<file path="src/rtl/pipe_stage_skid.sv">
// Pipeline stage register with valid/ready handshake and a 2-entry skid buffer that keeps in_ready registered.
// Optional stall counter is compiled in with `define PIPE_STAGE_SKID_PERF_EN.
module pipe_stage_skid #(
    parameter int unsigned WIDTH          = 32,
    parameter bit          CLEAR_ON_FLUSH = 1'b1,
    parameter int unsigned CNT_W          = 32
) (
    input  logic             clk,
    input  logic             rst,
    input  logic             flush,
    input  logic             in_valid,
    output logic             in_ready,
    input  logic [WIDTH-1:0] in_data,
    output logic             out_valid,
    input  logic             out_ready,
    output logic [WIDTH-1:0] out_data,
`ifdef PIPE_STAGE_SKID_PERF_EN
    output logic [1:0]       occupancy,
    output logic [CNT_W-1:0] stall_cycles
`else
    output logic [1:0]       occupancy
`endif
);

    typedef enum logic [1:0] {
        EMPTY = 2'd0,
        ONE   = 2'd1,
        TWO   = 2'd2
    } state_t;

    state_t             state_reg, state_next;
    logic [WIDTH-1:0]   main_data_reg, main_data_next;
    logic [WIDTH-1:0]   skid_data_reg, skid_data_next;
    logic               in_ready_reg, in_ready_next;
    logic               main_valid, skid_valid;
    logic               in_xfer, out_xfer;

    assign main_valid = (state_reg != EMPTY);
    assign skid_valid = (state_reg == TWO);
    assign in_xfer    = in_valid && in_ready_reg;
    assign out_xfer   = main_valid && out_ready;

    assign in_ready   = in_ready_reg;
    assign out_valid  = main_valid;
    assign out_data   = main_data_reg;
    assign occupancy  = {1'b0, main_valid} + {1'b0, skid_valid};

    always_ff @(posedge clk or negedge rst) begin
        if (!rst) begin
            state_reg     <= EMPTY;
            main_data_reg <= '0;
            skid_data_reg <= '0;
            in_ready_reg  <= 1'b1;
        end else begin
            state_reg     <= state_next;
            main_data_reg <= main_data_next;
            skid_data_reg <= skid_data_next;
            in_ready_reg  <= in_ready_next;
        end
    end

    always_comb begin
        state_next     = state_reg;
        main_data_next = main_data_reg;
        skid_data_next = skid_data_reg;
        in_ready_next  = in_ready_reg;

        if (flush) begin
            // An output transfer this cycle has already been seen downstream; only next-cycle state is squashed.
            state_next    = EMPTY;
            in_ready_next = 1'b1;
            if (CLEAR_ON_FLUSH) begin
                main_data_next = '0;
                skid_data_next = '0;
            end
        end else begin
            case (state_reg)
                EMPTY: begin
                    if (in_xfer) begin
                        main_data_next = in_data;
                        state_next     = ONE;
                    end
                end
                ONE: begin
                    if (in_xfer && out_xfer) begin
                        main_data_next = in_data;
                    end else if (out_xfer) begin
                        state_next = EMPTY;
                    end else if (in_xfer) begin
                        // Downstream stalled: park the new word and deassert ready for the next cycle.
                        skid_data_next = in_data;
                        in_ready_next  = 1'b0;
                        state_next     = TWO;
                    end
                end
                TWO: begin
                    if (out_ready) begin
                        main_data_next = skid_data_reg;
                        in_ready_next  = 1'b1;
                        state_next     = ONE;
                    end
                end
                default: begin
                    state_next    = EMPTY;
                    in_ready_next = 1'b1;
                end
            endcase
        end
    end

`ifdef PIPE_STAGE_SKID_PERF_EN
    logic [CNT_W-1:0] stall_cycles_reg;

    // Counts stalls regardless of flush; saturates instead of wrapping.
    always_ff @(posedge clk or negedge rst) begin
        if (!rst) begin
            stall_cycles_reg <= '0;
        end else if (main_valid && !out_ready && (stall_cycles_reg != {CNT_W{1'b1}})) begin
            stall_cycles_reg <= stall_cycles_reg + 1'b1;
        end
    end

    assign stall_cycles = stall_cycles_reg;
`endif

endmodule

</file>
<file path="config.mk">
export PLATFORM = sky130hd
export DESIGN_NAME = pipe_stage_skid
export DESIGN_NICKNAME = d
export VERILOG_FILES = /design/src/rtl/pipe_stage_skid.sv
export SDC_FILE = /design/constraint.sdc
export NUM_CORES = 1
export LEC_CHECK = 0
export CORE_MARGIN = 2
export CORE_UTILIZATION = 51
export CTS_BUF_LIST = sky130_fd_sc_hd__clkbuf_8
export DETAILED_ROUTE_END_ITERATION = 10
export GPL_TIMING_DRIVEN = 0
export PLACE_DENSITY = 0.8
export REMOVE_ABC_BUFFERS = 1
export SYNTH_ARGS = -nofsm -noshare
export SYNTH_HDL_FRONTEND = slang
export SYNTH_SLANG_ARGS = --single-unit
</file>
<file path="constraint.sdc">
create_clock -name clk -period 2.4 [get_ports clk]
set_clock_uncertainty 0.2 [all_clocks]
set_input_delay 0.48 -clock clk [delete_from_list [all_inputs] [get_ports clk]]
set_output_delay 0.48 -clock clk [all_outputs]
set_load 0.01 [all_outputs]
</file>
# After elaboration in Yosys (flattened, before gate mapping)
# Index checks and enable logic that the tools add are counted.
# word_totals
out_inout_bits	36
elab_cells	51
mem_count	0
mem_bits_rw	0
ff_bits	67
latchBits	0
romBits	0
# op_classes
n_bitwise	0
n_lt_le_gt_ge	0
add_sub_neg	1
n_eq_ne	12
n_mux	22
reduce_logical	12
n_div	0
shift	0
mul	0
# ops
operator	count
32-bit two-way mux	8
32-bit case mux with 3 select lines	1
3-bit != test, second input constant	6
2-bit two-way mux	6
4-bit AND reduction	3
2-bit != test, second input constant	3
2-bit case mux with 3 select lines	1
2-bit nonzero test	3
1-bit two-way mux	5
5-bit AND reduction	1
4-bit != test, second input constant	1
4-bit nonzero test	1
1-bit logical AND	3
1-bit case mux with 3 select lines	1
1-bit by 1-bit adder with 2-bit output	1
2-bit by 1-bit == test with 1-bit output, second input constant	1
2-bit == test, second input constant	1
2-bit zero test	1

# Longest topological paths before layout
# Gate-level depths: netlist (run 1).
# logic_depth
depth_word	6
ltp_mapped	7
mapped_depth_nobuf	4

# Worst setup path after synthesis (run 1)
# Ideal clock, no wire load.
# synth_timing
kind	register -> register
start	reg state_reg[1]
end	reg main_data_reg[0] (netlist: out_data[0])
stages_incl_launch_ff	7
slack_ns	0.375
synth_period_minus_slack_ns	2.025
setup_time_ns	0.135
required_time_ns	2.065
t_arrival_ns	1.691
cell_sequence	dfrtp_1 > buf_4 > nor2b_4 > buf_6 > a2111oi_4 > buf_6 > o31ai_1
# synth_via
elab_chain_len	5
elab_cells_between_ends	13
classes_between	eq/ne: 5; mux: 2; reduce/logical: 6
# synth_rtl
item	line	text
start, declared	31	state_t state_reg, state_next;
start signal, assigned	55	state_reg <= state_next;
2-bit nonzero test	38	assign main_valid = (state_reg != EMPTY);
1-bit logical AND	41	assign out_xfer = main_valid && out_ready;
1-bit logical AND	85	if (in_xfer && out_xfer) begin
3-bit != test (no line)	--	
4-bit AND reduction (no line)	--	
end signal, assigned	56	main_data_reg <= main_data_next;
end, declared	32	logic [WIDTH-1:0] main_data_reg, main_data_next;
# Parallel ways exist; a longest one is shown, timed or not.
# A chain may end at the register's enable or synchronous reset.

# Worst setup path after layout (run 1)
# layout_timing
start	reg state_reg[0]
end	out out_valid
# layout_via
elab_chain_len	1
# layout_rtl
item	line	text
2-bit nonzero test	38	
end, declared	14	output logic out_valid,
# No other way between the ends.

==> out/results.txt, run 1 <==
largest net degree at the start of global routing: 68
Post-Syn Area per Cell: 10.03 um2
layout net count: 411
final instance area: 4023 um2
Slew Viols, Final: 0
Yosys top cell area share: 0.5364
number of remaining DRC errors: 0
Sequential Power Share: 0.507
Die X: 81.70 um
GR Util All Layers: 0.2352
worst-path maximum fanout: 10
Worst-Margin Slew: 0.8684 ns
post-layout minimum cycle time: 2.278 ns
number of global-route vias before repair: 2,491
crit end category: primary output
Post-Synth Adder-Cell Area: 0
H-tree lvl count: 3
Port Buffers: 72
status: finished clean
Inst Count DP: 434
setup slack after layout: 0.1217 ns
Buf+Inv Stages, Crit Path: 1
DP Wirelength: 4.258 mm
Worst slew margin: 0.4210
NetSw: 0.6470 mW
Req. time, crit path: 1.72 ns
cell count after synthesis: 307
first-pass GRT wire length: 11.77 mm
endpoints failing hold: 0
RSZ-0062 raised after global routing: false
largest family of logic cells by synthesized area: compound AO/OA/AOI/OAI gates
FP Rows: 28
die area: 6675 um2
TNS Setup: 0 ns
CTS tree: done
sequential area share after synthesis: 0.5449
initial antenna violation count: 0
FF-to-FF path depth: 4
Core Util, Final: 0.6835
max frequency: 438.9 MHz
Worst path depth: 2
post-route ant nets: 0
total power: 2.467 mW
CP Launch Type: register
sw frac: 0.2623
maximum clock path buffer count: 2
DP Area: 3831 um2
Synth Area in Simple Gates: 0.1455
share of total power in the clock network: 0.307
Synth Area in Compound Gates: 0.1528
Core ar.: 5886 um2
PwrDens: 613.2 nW/um2
Yosys warnings: 0
area growth from synthesis to layout: 30.64%
most frequent cells in the layout: 98 x nand2_1, 69 x clkdlybuf4s50_1, 64 x dfrtp_1, 36 x a21oi_1
Synth Area in XOR/XNOR: 0
global route overflow: 0
commonest non-fill, non-tap cell in the layout: nand2_1
Initial Util: 0.5232
layout cells sized above 1: 0.08245
combinational share of power: 0.187
LEAKAGE: 1.611 nW
Root Buffer: clkbuf_8
clock sinks: 67
WP data arrival: 1.60 ns
# diodes: 0
Cell Count, Final, Fillers Out: 451
DR vias: 2,478
internal power: 1.820 mW
Final period util: 0.9493
Pre-antenna DRT Iters: 4
global placer's final weighted congestion: 0.6918
worst hold slack: 0.05371 ns
Crit Path Category: register to primary output
CP max-delay cell: dfrtp_2
Critical Path, Cell by Cell: or2_2 > clkdlybuf4s50_1
CP top delay family: flip-flops
post-synthesis mux area share: 0.1040
#FFs+latches synth: 67
CP max stage delay: 0.49 ns
Wirelength per Cell: 15.66 um
Clock Latency Late Sink: 0.32 ns
Detailed Route WL: 7.062 mm
vias per cell: 5.494
max_cap viols: 0
CTS Buf Count: 9
initial drt markers: 132
Peak VDD IR: 0.3501 mV
Die Y: 81.70 um
Synth area leaders: dfrtp_1 54%, nand2_1 12%, mux2i_1 10%, o31ai_1 7.8%, a21oi_1 5.9%
clk slew on worst S/H paths: 0.07 ns
HP Class: input port to asynchronous set/reset pin
pre-CTS WS: -0.6204 ns
Final setup viols: 0
Cell variety after synth: 23
synthesized area: 3079 um2
I/O pins: 73
cell accounting for the most synthesized area: dfrtp_1
-- logic make-up after synthesis --
| logic type | after synthesis |
|---|---|
| flops | 67 |
| compound gates | 72 |
| buf+inv | 27 |
| mux | 32 |
| simple gates | 109 |
-- routing by layer --
layer | global-route usage | share of wire | up-vias | routed length [um]
li1 | - | - | 1188 | -
met1 | 0.3135 | 0.46 | 1213 | 3274
met2 | 0.3811 | 0.48 | 68 | 3414
met3 | 0.05165 | 0.041 | 9 | 291
met4 | 0.08333 | 0.012 | 0 | 82
met5 | 0 | 0 | - | 0
-- cells in the mapped netlist (all sizes together) --
master and count:
nand2 98, dfrtp 66, a21oi 36, mux2i 32
o31ai 32, clkbuf 15, buf 12, nor2 2
nor3 2, a2111oi 1, and4b 1, and4bb 1
dfstp 1, nand2b 1, nor2b 1, o21bai 1
o22a 1, o22ai 1, or2 1, or2b 1
or3 1
-- cell type report --
type,count,area [um2]
clock inverters,3,11.26
flip-flops and latches,67,1680
fillers,463,1863
repair buffers,82,840.8
well taps,75,93.84
clock buffers,10,137.6
multi-input cells,214,1259
-- worst register-to-register path, stage by stage (launching register included) --
cell and delay, ns:
dfrtp_2 0.49, or2b_1 0.30, or3_2 0.75, nand2_1 0.18
a21oi_1 0.08
-- power by group through the flow --
stage / combinational, mW / clock [mW] / sequential (mW)
6_report: 0.461 / 0.756 / 1.25
2_1_floorplan: 0.142 / 0 / 1.29
3_5_place_dp: 0.458 / 0 / 1.27
5_1_grt: 0.506 / 0.829 / 1.26
3_3_place_gp: 0.426 / 0 / 1.27
4_1_cts: 0.464 / 0.779 / 1.25
-- worst paths after layout --
| kind | start | slack (ns) | end |
|---|---|---|---|
| setup / recovery | state_reg[0] | 0.12 | out_valid |
| hold reg to reg | out_data[10] | 0.27 | out_data[10] |
| setup reg to reg | state_reg[0] | 0.24 | skid_data_reg[15] |
| max in group asynchronous | rst | 1.32 | state_reg[0] |
| min in group clk | out_data[10] | 0.27 | out_data[10] |
| hold / removal | rst | 0.05 | out_data[21] |
-- what timing repair did --
item / 4_1_cts / 5_1_grt
setup endpoints to repair: 65 / 50
hold buffers: 0 / 0
buffers inserted: 3 / 0
hold endpoints to repair: 0 / 0
resized for setup: 1 / 4
cloned: 1 / 0
pin swaps: 1 / 0
Power figures use the tool's default switching activity.
==> inputs of run 2 (changes only) <==
--- a/config.mk
+++ b/config.mk
@@ -6,11 +6,11 @@
 export NUM_CORES = 1
 export LEC_CHECK = 0
 export CORE_MARGIN = 2
-export CORE_UTILIZATION = 51
+export CORE_UTILIZATION = 46
 export CTS_BUF_LIST = sky130_fd_sc_hd__clkbuf_8
 export DETAILED_ROUTE_END_ITERATION = 10
 export GPL_TIMING_DRIVEN = 0
-export PLACE_DENSITY = 0.8
+export PLACE_DENSITY = 0.76
 export REMOVE_ABC_BUFFERS = 1
 export SYNTH_ARGS = -nofsm -noshare
 export SYNTH_HDL_FRONTEND = slang
==> constraint.sdc (replaced) <==
create_clock -name clk -period 2 [get_ports clk]
set_clock_uncertainty 0.2 [all_clocks]
set_input_delay 0.4 -clock clk [delete_from_list [all_inputs] [get_ports clk]]
set_output_delay 0.4 -clock clk [all_outputs]
set_load 0.01 [all_outputs]
==> run 2 against run 1 <==
The run now ends with DRC left; first-iteration DRC count increased by 15%; via count is 0.12% higher; sequential power rose by 19%; sequential share of layout area is 1.6 points lower; combinational power rose by 26%; cell area is 4.0% higher; setup slack got worse by 0.041 ns.
==> out/results.txt, run 2 (synthesis gave the netlist of run 1 again) <==
global route overflow: 0
Port Buffers: 72
Worst slew margin: 0.4303
worst-path maximum fanout: 32
fillers: 541
DP Wirelength: 4.124 mm
crit end category: register
number of remaining DRC errors: 3
max frequency: 520.9 MHz
combinational share of power: 0.184
clk slew on worst S/H paths: 0.07 ns
DR vias: 2,481
Inst Count DP: 435
vias per cell: 5.324
PwrDens: 754.9 nW/um2
endpoints failing hold: 0
max_cap viols: 0
Core ar.: 6422 um2
Die X: 85.82 um
LEAKAGE: 1.692 nW
Root Buffer: clkbuf_8
initial drt markers: 152
largest net degree at the start of global routing: 68
Cell Count, Final, Fillers Out: 466
sw frac: 0.2573
status: complete, but fails checks
layout cells sized above 1: 0.1157
initial antenna violation count: 0
NetSw: 0.8126 mW
Slew Viols, Final: 0
# diodes: 0
Crit Path Category: register to register
CTS tree: done
H-tree lvl count: 3
WP data arrival: 1.90 ns
Detailed Route WL: 6.994 mm
worst hold slack: 0.2723 ns
total power: 3.157 mW
Wirelength per Cell: 15.01 um
RSZ-0062 raised after global routing: true
Sequential Power Share: 0.473
Req. time, crit path: 1.98 ns
layout net count: 421
clock sinks: 67
internal power: 2.345 mW
CTS Buf Count: 9
maximum clock path buffer count: 2
Die Y: 85.82 um
Worst-Margin Slew: 0.8546 ns
first-pass GRT wire length: 11.59 mm
Clock Latency Late Sink: 0.34 ns
I/O pins: 73
share of total power in the clock network: 0.343
HP Class: register to register
Pre-antenna DRT Iters: 7
Initial Util: 0.4794
Final period util: 0.9598
commonest non-fill, non-tap cell in the layout: nand2_1
die area: 7364 um2
CP Launch Type: register
most frequent cells in the layout: 97 x nand2_1, 66 x clkdlybuf4s50_1, 64 x dfrtp_1, 36 x a21oi_1
post-route ant nets: 0
number of global-route vias before repair: 2,358
post-layout minimum cycle time: 1.920 ns
failing checks: DRC
FP Rows: 29
area growth from synthesis to layout: 35.84%
GR Util All Layers: 0.2025
global placer's final weighted congestion: 0.6806
Final setup viols: 0
Peak VDD IR: 0.4945 mV
run 2: changes by cell type in the layout (fill, tap and decap cells not counted), sizes merged:
cell | before | now
dlygate4sd2 | 0 | 4
clkinv | 0 | 2
clkdlybuf4s50 | 69 | 66
dlygate4sd3 | 0 | 1
dlymetal6s2s | 1 | 0
bufinv | 0 | 1
buf | 12 | 21
run 2: final cells by class:
cell class	count	area, um2	share of cell area
Clock inverter	6	51.30	0.01226
Timing Repair Buffer	92	942.2	0.2252
Sequential cell	67	1680	0.4017
Multi-Input combinational cell	214	1275	0.3048
Tap cell	77	96.34	0.02303
Clock buffer	10	137.6	0.03290
run 2: critical path, cell delays in order, from the launching register on:
cell,delay [ns]
dfrtp_2,0.40
buf_4,0.15
or2b_4,0.29
or3_4,0.51
nand2_1,0.14
a21oi_1,0.07
run 2: per-stage QoR:
| stage | setup TNS [ns] | worst slack (ns) | instance area, um2 | utilization |
|---|---|---|---|---|
| 4_1_cts | 0 | 0.0007787 | 4163 | 0.6482 |
| 6_report | 0 | 0.08042 | 4183 | 0.6513 |
| 3_5_place_dp | -53.47 | -1.031 | 3811 | 0.5934 |
| 5_1_grt | -0.008027 | -0.008027 | 4183 | 0.6513 |
| 2_1_floorplan | -66.99 | -1.162 | 2917 | - |
| 3_3_place_gp | -338.37 | -3.687 | 3734 | 0.5813 |
run 2: path summary, 6_finish.rpt:
kind | from | end | slack [ns] | cells past startpoint
max in group asynchronous | rst | state_reg[0] | 0.48 | 2
max reg2reg | state_reg[0] | skid_data_reg[19] | 0.08 | 5
min | out_data[22] | out_data[22] | 0.27 | 2
min in group asynchronous | rst | out_data[8] | 0.51 | 2
max | state_reg[0] | skid_data_reg[19] | 0.08 | 5
min reg2reg | out_data[22] | out_data[22] | 0.27 | 2
run 2: power by group through the flow:
stage | clock network (mW) | logic (mW) | registers, mW
2_1_floorplan | 0 | 0.170 | 1.55
6_report | 1.08 | 0.581 | 1.49
3_3_place_gp | 0 | 0.510 | 1.52
4_1_cts | 1.12 | 0.580 | 1.49
3_5_place_dp | 0 | 0.538 | 1.52
5_1_grt | 1.18 | 0.633 | 1.50
run 2: routing by layer:
layer,vias up,GRT usage,routed length (um)
met5,-,0,0
met4,0,0.09380,135
met3,14,0.04716,335
met2,62,0.3153,3333
met1,1193,0.2699,3189
li1,1212,-,-
run 2: timing repair:
item	in CTS	in global routing
gates resized for setup	12	5
endpoints found under the hold margin	20	0
buffers inserted	13	0
pin swaps	2	1
gates cloned	1	0
hold buffers	1	0
setup endpoints to repair	70	31
